File: src/rtl/quad_encoder_ext.sv
// Quadrature encoder front end: synchronises and filters A/B/I, decodes x4 position,
// handles the index pulse per runtime mode, flags illegal transitions and measures step period.
module quad_encoder_ext #(
    parameter int CNT_W       = 32,
    parameter int SYNC_STAGES = 2,
    parameter int FILT_LEN    = 4,
    parameter int PER_W       = 24,
    parameter bit INVERT_DIR  = 1'b0
) (
    input  logic             clk,
    input  logic             reset,
    input  logic             quad_a,
    input  logic             quad_b,
    input  logic             quad_i,
    input  logic [1:0]       index_mode,
    input  logic             index_arm,
    input  logic             clear,
    output logic [CNT_W-1:0] count,
    output logic             dir,
    output logic             step,
    output logic [CNT_W-1:0] index_pos,
    output logic             index_seen,
    output logic             armed,
    output logic             err,
    output logic [7:0]       err_cnt,
    output logic [PER_W-1:0] edge_period
);

    localparam int RUN_W = $clog2(FILT_LEN + 1);

    typedef enum logic [1:0] {
        IDX_IGNORE      = 2'd0,
        IDX_CLEAR_ALL   = 2'd1,
        IDX_CLEAR_ARMED = 2'd2,
        IDX_LATCH       = 2'd3
    } idx_mode_e;

    // Bit order in the per-input vectors: [0] = A, [1] = B, [2] = I.
    logic [SYNC_STAGES-1:0][2:0] sync_q, sync_d;
    logic [2:0]                  filt_q, filt_d;
    logic [2:0]                  prev_q, prev_d;
    logic [2:0][RUN_W-1:0]       run_q, run_d;
    logic [CNT_W-1:0]            count_q, count_d;
    logic                        dir_q, dir_d;
    logic                        step_q, step_d;
    logic [CNT_W-1:0]            index_pos_q, index_pos_d;
    logic                        index_seen_q, index_seen_d;
    logic                        armed_q, armed_d;
    logic                        err_q, err_d;
    logic [7:0]                  err_cnt_q, err_cnt_d;
    logic [PER_W-1:0]            per_cnt_q, per_cnt_d;
    logic [PER_W-1:0]            edge_period_q, edge_period_d;

    logic [2:0]       sync_out;
    logic [1:0]       ph_diff;
    logic             fwd, rev, illegal, step_up, step_dn;
    logic             index_rise, index_clear, arm_pending;
    logic [CNT_W-1:0] stepped;
    logic [PER_W-1:0] per_inc;
    idx_mode_e        mode;

    // Gray position of {A,B}: 00 -> 0, 10 -> 1, 11 -> 2, 01 -> 3.
    function automatic logic [1:0] phase_of(input logic a, input logic b);
        return {b, a ^ b};
    endfunction

    // NOTE: every always_comb output gets a default before any branch so no latch is inferred.
    always_comb begin
        sync_d[0] = {quad_i, quad_b, quad_a};
        for (int s = 1; s < SYNC_STAGES; s++) begin
            sync_d[s] = sync_q[s-1];
        end
        sync_out = sync_q[SYNC_STAGES-1];

        // A differing run of FILT_LEN samples moves the filtered level; any match restarts it.
        filt_d = filt_q;
        for (int k = 0; k < 3; k++) begin
            run_d[k] = '0;
            if (sync_out[k] != filt_q[k]) begin
                if (run_q[k] == RUN_W'(FILT_LEN - 1)) begin
                    filt_d[k] = sync_out[k];
                end else begin
                    run_d[k] = run_q[k] + RUN_W'(1);
                end
            end
        end
        prev_d = filt_q;

        ph_diff = phase_of(filt_q[0], filt_q[1]) - phase_of(prev_q[0], prev_q[1]);
        fwd     = (ph_diff == 2'd1);
        rev     = (ph_diff == 2'd3);
        illegal = (ph_diff == 2'd2);
        step_up = INVERT_DIR ? rev : fwd;
        step_dn = INVERT_DIR ? fwd : rev;

        stepped = count_q;
        if (step_up) begin
            stepped = count_q + CNT_W'(1);
        end else if (step_dn) begin
            stepped = count_q - CNT_W'(1);
        end

        mode        = idx_mode_e'(index_mode);
        index_rise  = filt_q[2] & ~prev_q[2];
        arm_pending = armed_q | index_arm;
        index_clear = index_rise &&
                      ((mode == IDX_CLEAR_ALL) || ((mode == IDX_CLEAR_ARMED) && arm_pending));

        count_d = stepped;
        if (clear || index_clear) begin
            count_d = '0;
        end

        armed_d = arm_pending;
        if (clear || (index_rise && (mode == IDX_CLEAR_ARMED))) begin
            armed_d = 1'b0;
        end

        index_pos_d = index_pos_q;
        if (index_rise && (mode != IDX_IGNORE)) begin
            index_pos_d = stepped;
        end
        index_seen_d = index_rise;

        step_d = step_up | step_dn;
        dir_d  = (step_up | step_dn) ? step_up : dir_q;

        err_d     = clear ? 1'b0 : (err_q | illegal);
        err_cnt_d = err_cnt_q;
        if (clear) begin
            err_cnt_d = '0;
        end else if (illegal && (err_cnt_q != 8'hFF)) begin
            err_cnt_d = err_cnt_q + 8'd1;
        end

        // Illegal transitions leave the period counter running.
        per_inc       = (&per_cnt_q) ? per_cnt_q : per_cnt_q + PER_W'(1);
        per_cnt_d     = per_inc;
        edge_period_d = edge_period_q;
        if (step_up | step_dn) begin
            edge_period_d = per_inc;
            per_cnt_d     = '0;
        end
    end

    // NOTE: sequential state uses non-blocking assignments so every flop samples pre-edge values.
    always_ff @(posedge clk) begin
        if (reset) begin
            sync_q        <= '0;
            filt_q        <= '0;
            prev_q        <= '0;
            run_q         <= '0;
            count_q       <= '0;
            dir_q         <= 1'b0;
            step_q        <= 1'b0;
            index_pos_q   <= '0;
            index_seen_q  <= 1'b0;
            armed_q       <= 1'b0;
            err_q         <= 1'b0;
            err_cnt_q     <= '0;
            per_cnt_q     <= '0;
            edge_period_q <= '0;
        end else begin
            sync_q        <= sync_d;
            filt_q        <= filt_d;
            prev_q        <= prev_d;
            run_q         <= run_d;
            count_q       <= count_d;
            dir_q         <= dir_d;
            step_q        <= step_d;
            index_pos_q   <= index_pos_d;
            index_seen_q  <= index_seen_d;
            armed_q       <= armed_d;
            err_q         <= err_d;
            err_cnt_q     <= err_cnt_d;
            per_cnt_q     <= per_cnt_d;
            edge_period_q <= edge_period_d;
        end
    end

    assign count       = count_q;
    assign dir         = dir_q;
    assign step        = step_q;
    assign index_pos   = index_pos_q;
    assign index_seen  = index_seen_q;
    assign armed       = armed_q;
    assign err         = err_q;
    assign err_cnt     = err_cnt_q;
    assign edge_period = edge_period_q;

endmodule

File: config.mk
export PLATFORM = sky130hd
export DESIGN_NAME = quad_encoder_ext
export DESIGN_NICKNAME = d
export VERILOG_FILES = /design/src/rtl/quad_encoder_ext.sv
export SDC_FILE = /design/constraint.sdc
export NUM_CORES = 1
export LEC_CHECK = 0
export CORE_ASPECT_RATIO = 2
export CORE_MARGIN = 3
export CORE_UTILIZATION = 45
export DETAILED_ROUTE_END_ITERATION = 10
export PLACE_DENSITY = 0.76
export SETUP_SLACK_MARGIN = 0.15
export SYNTH_ARGS = -nofsm -noshare
export SYNTH_HDL_FRONTEND = slang
export SYNTH_SLANG_ARGS = --single-unit
export TNS_END_PERCENT = 100
File: constraint.sdc
create_clock -name clk -period 3.1 [get_ports clk]
set_input_delay 0.465 -clock clk [delete_from_list [all_inputs] [get_ports clk]]
set_output_delay 0.465 -clock clk [all_outputs]
set_load 0.03 [all_outputs]
==> reports/results.tsv <==
stage	metric	value	unit
outcome	outcome	finished clean	
final_layout	num-fill-cells	1227	
die	die_w	91.77	um
clock_tree	postCtsSetupBuffers	0	
timing	period_needed	2.743	ns
final_layout	drive_gt1_share	9.038	%
clock_tree	hold_buffers	0	
synthesis	yosys.area.top_type	dfxtp_1	
power	totalPowerFinal	3.948	mW
timing	drv_slew	0	
synthesis	syn_avg_cell_area	8.958	um2
power	seq_power_share	47.9	%
timing	fin_crit_sh	88.47	%
clock_tree	cts_sinks	146	
power	pwr-share-clk	50.2	%
final_layout	nNetsFinal	859	
synthesis	ys.flop_type	dfxtp_1	
clock_tree	cts_tree	built	
synthesis	synth_fa_ha_area_share	2.079	%
worst_setup_path	required	3.41	ns
clock_tree	cts-resized-gates	0	
worst_setup_path	crit_chain	xnor2_1 > ha_1 > nor4_4 > nand3_2 > nor3_2 > a41oi_1 > and4_1 > a311o_1	
synthesis	yosysUniqueCellTypes	72	
route	wl_per_cell	17.82	um
job	max_cap_violations	0	
global_routing	grt_max_degree	42	
synthesis	ys_async_sr_fraction	0	%
final_layout	diodes	0	
final_layout	final_area	8456	um2
timing	tns	0	ns
final_layout	final-seq-area	2923	um2
global_routing	grt_pass1_wl	29.37	mm
power	total_leakage_power	2.993	nW
final_layout	area_delta_synth_final	27.73	%
power	p_int	2.996	mW
synthesis	yosys.area_share.simple	27.93	%
worst_setup_path	worstSetupPathType	flip-flop to flip-flop	
worst_setup_path	start_kind	flip-flop	
placed_design	numPortBuffers	109	
timing	hold_viol	0	
worst_setup_path	cp_max_fo	8	
die	rows	62	
route	ant_nets	0	
synthesis	synth_top_area_share	44.15	%
route	drt_iter0_drc	308	
die	io_pins	110	
power	power_density	466.9	nW/um2
placed_design	dp_hpwl	13.63	mm
synthesis	synth_compound_area_share	12.06	%
timing	max_freq	364.6	MHz
clock_tree	clock_latency	0.43	ns
clock_tree	cts_max_level	4	
final_layout	layout.cells.non_filler	1044	
synthesis	synthMuxAreaShare	1.380	%
route	drt_pre_antenna_iters	5	
synthesis	synth.net_count	759	
global_routing	antenna_found_initial	0	
power	ir_drop	0.4026	mV
final_layout	fin_util	58.92	%
route	drc	0	
clock_tree	cts_root_buffer	clkbuf_16	
die	start_util	46.13	%
synthesis	synth_seq_area_share	44.15	%
clock_tree	clkTransAtPathRegs	0.07	ns
route	vias	5795	
final_layout	multi_input_area	3465	um2
power	p_sw_share	24.13	%
synthesis	synth_common_cells	dfxtp_1 (146), nor2_1 (114), nand2_1 (56), xor2_1 (34), clkbuf_1 (29)	
placed_design	gp_congestion	0.8894	
synthesis	synth_edf_count	0	
timing	setup_viol	0	
power	combPwrFrac	1.9	%
synthesis	synth_most_common_cell	dfxtp_1	
clock_tree	numCtsBuffers	17	
timing	skew	0.01147	ns
power	switching_power	0.9526	mW
global_routing	grt_overflow	0	
route	wirelength	18.61	mm
global_routing	grt_usage	23.15	%
global_routing	grt_pass1_vias	5699	
synthesis	synth_seq_cells	146	
synthesis	syn-cell-area	6620	um2
placed_design	place_area	7875	um2
worst_setup_path	cp_slowest_cell	nor4_4	
worst_setup_path	cp-end-kind	flip-flop	
synthesis	synth_xor_area_share	8.789	%
timing	worst_pin_slew	0.8632	ns
placed_design	dp.cells	1012	
synthesis	yosysWarnings	0	
worst_setup_path	crit_arrival	3.05	ns
die	dieHeight	177.5	um
timing	relSlewSlack	42.46	%
route	vias_per_cell	5.551	
worst_hold_path	hold_class	flip-flop to flip-flop	
die	coreArea	14350	um2
synthesis	netlist_instances	739	
worst_setup_path	max_stage_delay	0.51	ns
timing	grt_setup_unrepaired	no	
die	dieArea	16290	um2
synthesis	synthTopCellsByArea	dfxtp_1 (44%), nor2_1 (6.5%), xor2_1 (4.5%)	
synthesis	synth_top_family_by_area	simple AND/OR/NAND/NOR gates	
clock_tree	cts_buffer_depth	2	
## area by class of cell
type / instances / share of cell area [%]
Multi-Input combinational cell: 536 / 40.97
Clock inverter: 14 / 1.672
Inverter: 15 / 0.6659
Tap cell: 192 / 2.841
Sequential cell: 146 / 34.57
Clock buffer: 18 / 5.194
Timing Repair Buffer: 123 / 14.09
## cell families (layout without fill, tap and decap cells)
family / count (synthesis) / in the layout
AO/OA/AOI/OAI: 103 / 103
XOR/XNOR: 63 / 63
adder cells (fa/ha/maj): 11 / 11
buffers and inverters: 57 / 170
flip-flops: 146 / 146
multiplexers: 9 / 9
AND/OR/NAND/NOR: 350 / 350
## state kept, by name (all words and copies together), names as in the netlist
| name | flops |
|---|---|
| run_q | 9 |
| dir | 1 |
| armed | 1 |
| prev_q | 3 |
| index_pos | 32 |
| edge_period | 24 |
| index_seen | 1 |
| err_cnt | 8 |
| filt_q | 3 |
| sync_d | 3 |
| step | 1 |
| count | 32 |
| err | 1 |
| per_cnt_q | 24 |
| sync_out | 3 |
## stage by stage
| stage | hold WS, ns | worst slack, ns |
|---|---|---|
| final | 0.4422 | 0.3574 |
| after global routing | 0.4576 | 0.2038 |
| after CTS | 0.4355 | 0.3384 |
| after detailed placement | 0.4141 | 0.3558 |
| after global placement | 0.4086 | 0.4259 |
| after floorplan | 0.3990 | 0.6626 |
## final timing paths
path              from       endpoint  slack [ns]  cells past startpoint
max          filt_q[1]  index_pos[21]        0.36                      8
min           run_q[0]       run_q[0]        0.44                      1
max reg2reg  filt_q[1]  index_pos[21]        0.36                      8
min reg2reg   run_q[0]       run_q[0]        0.44                      1
## metal layers
metal | track usage (%) | part of all wire [%]
met1 | 22.05 | 36
met2 | 45.80 | 57
met3 | 4.837 | 4.3
met4 | 10.92 | 3.6
met5 | 0 | 0
## critical path: cells and delay by family (launching register included)
| kind | cells | cell delay, ns |
|---|---|---|
| adder cells (fa/ha/maj) | 1 | 0.38 |
| AND/OR/NAND/NOR | 4 | 1.24 |
| AO/OA/AOI/OAI | 2 | 0.46 |
| XOR/XNOR | 1 | 0.11 |
| flip-flops | 1 | 0.44 |
## power by group through the flow
stage | logic (mW) | registers (mW) | clock network (mW)
after global routing | 0.0830 | 1.89 | 2.09
after detailed placement | 0.0751 | 1.93 | 0
final | 0.0744 | 1.89 | 1.98
after CTS | 0.0755 | 1.89 | 2.02
after global placement | 0.0749 | 1.93 | 0
after floorplan | 0.0441 | 1.93 | 0
## placed cells by master, fill, tap and decap left out, types with 17 or more instances in the layout
cell and instances:
dfxtp_1 146, nand2_1 56, nor2_1 113, nand3_1 28
clkdlybuf4s50_1 108, xor2_1 34, xnor2_1 27, a21oi_1 22
nor3_1 21, a211oi_1 17, nand4_1 22, clkbuf_16 17
No activity file was read; power rests on OpenSTA's default activity.
==> RTL change: new RTL, same flow settings <==
Make the reset (`reset`) asynchronous in one clocked block.
--- a/src/rtl/quad_encoder_ext.sv
+++ b/src/rtl/quad_encoder_ext.sv
@@ -144,7 +144,7 @@
     end
 
     // NOTE: sequential state uses non-blocking assignments so every flop samples pre-edge values.
-    always_ff @(posedge clk) begin
+    always_ff @(posedge clk or posedge reset) begin
         if (reset) begin
             sync_q        <= '0;
             filt_q        <= '0;
Formal check against the unedited RTL: differs if reset is asserted again (counterexample within 4 cycles, from zero or initial values and one cycle with reset high); with reset held inactive, the same outputs for 10 cycles.
==> RTL change against the original RTL <==
  * Wire length is 11% lower
  * Count of clock-buffer cells in the layout is 1 lower
  * Setup slack worse by 21 ps
  * Highest routed layer unchanged
  * Design area is 2.4% higher
  * Sequential cell count stayed put
  * Via count is 11% lower
  * Synthesized area is 1.1% higher
Power is not compared: it rests on default switching activity, and its combinational part moved more than twofold at a synthesized area within 25%.
==> RTL change: results <==
set metrics [dict create \
    drive_gt1_share_pct 12.24 \
    grt_usage_pct 21.16 \
    grt_pass1_vias 5537 \
    ys_top_cells_by_count "dfrtp_1 (146), nand2_1 (64), nor2_1 (64)" \
    grt_max_degree 65 \
    wl_per_cell_um 17.32 \
    post-dp-hpwl_um 12330 \
    dpl_worst_slack_ps 340.7 \
    grt.met2_usage_pct 40.11 \
    wirelength_um 16630 \
    grt.met3_usage_pct 5.150 \
    setup_ws_ps 336.5 \
    drtIter0Drc 202 \
    place.gp.congestion 0.9358 \
    status "completed" \
    whs_ps 356.6 \
    cp_max_fo 6 \
    critPathMaxStageDelay_ps 560 \
    met1_length_um 5940 \
    grt_pass1_wl_um 27200 \
    gr-usage-met1_pct 21.33 \
    hp-start "sync_d[4]$_DFF_PP0_" \
    syn_nets 654 \
    cp.arrival_ps 3040 \
    dp.cells 928 \
    timing.rr.start "filt_q[1]$_DFFE_PP0P_" \
    worstMarginPinSlew_ps 643.5 \
]
RTL change: kinds of logic (layout without fill, tap and decap cells):
group	Yosys count	in the layout	synth area share, %
AO/OA/AOI/OAI	83	83	7.718
buffers and inverters	38	169	2.280
AND/OR/NAND/NOR	271	271	20.93
multiplexers	25	25	4.149
flip-flops	146	146	54.57
XOR/XNOR	66	66	8.858
adder cells (fa/ha/maj)	8	8	1.495
RTL change: cell type report:
cell class	count	share of cell area, %
flip-flops and latches	146	42.18
clock buffers	17	4.911
multi-input cells	453	33.57
well taps	192	2.773
clock inverters	15	1.878
repair buffers	125	14.13
inverters	12	0.5633
RTL change: path summary, 6_finish.rpt:
check / to / cells after the start
worst max-delay path: index_pos[16]$_DFFE_PP0P_ / 8
worst min-delay path: sync_out[1]$_DFF_PP0_ / 0
worst max register to register: index_pos[16]$_DFFE_PP0P_ / 8
worst min register to register: sync_out[1]$_DFF_PP0_ / 0
max in group asynchronous: count[19]$_DFF_PP0_ / 3
min in group asynchronous: run_q[3]$_DFF_PP0_ / 2
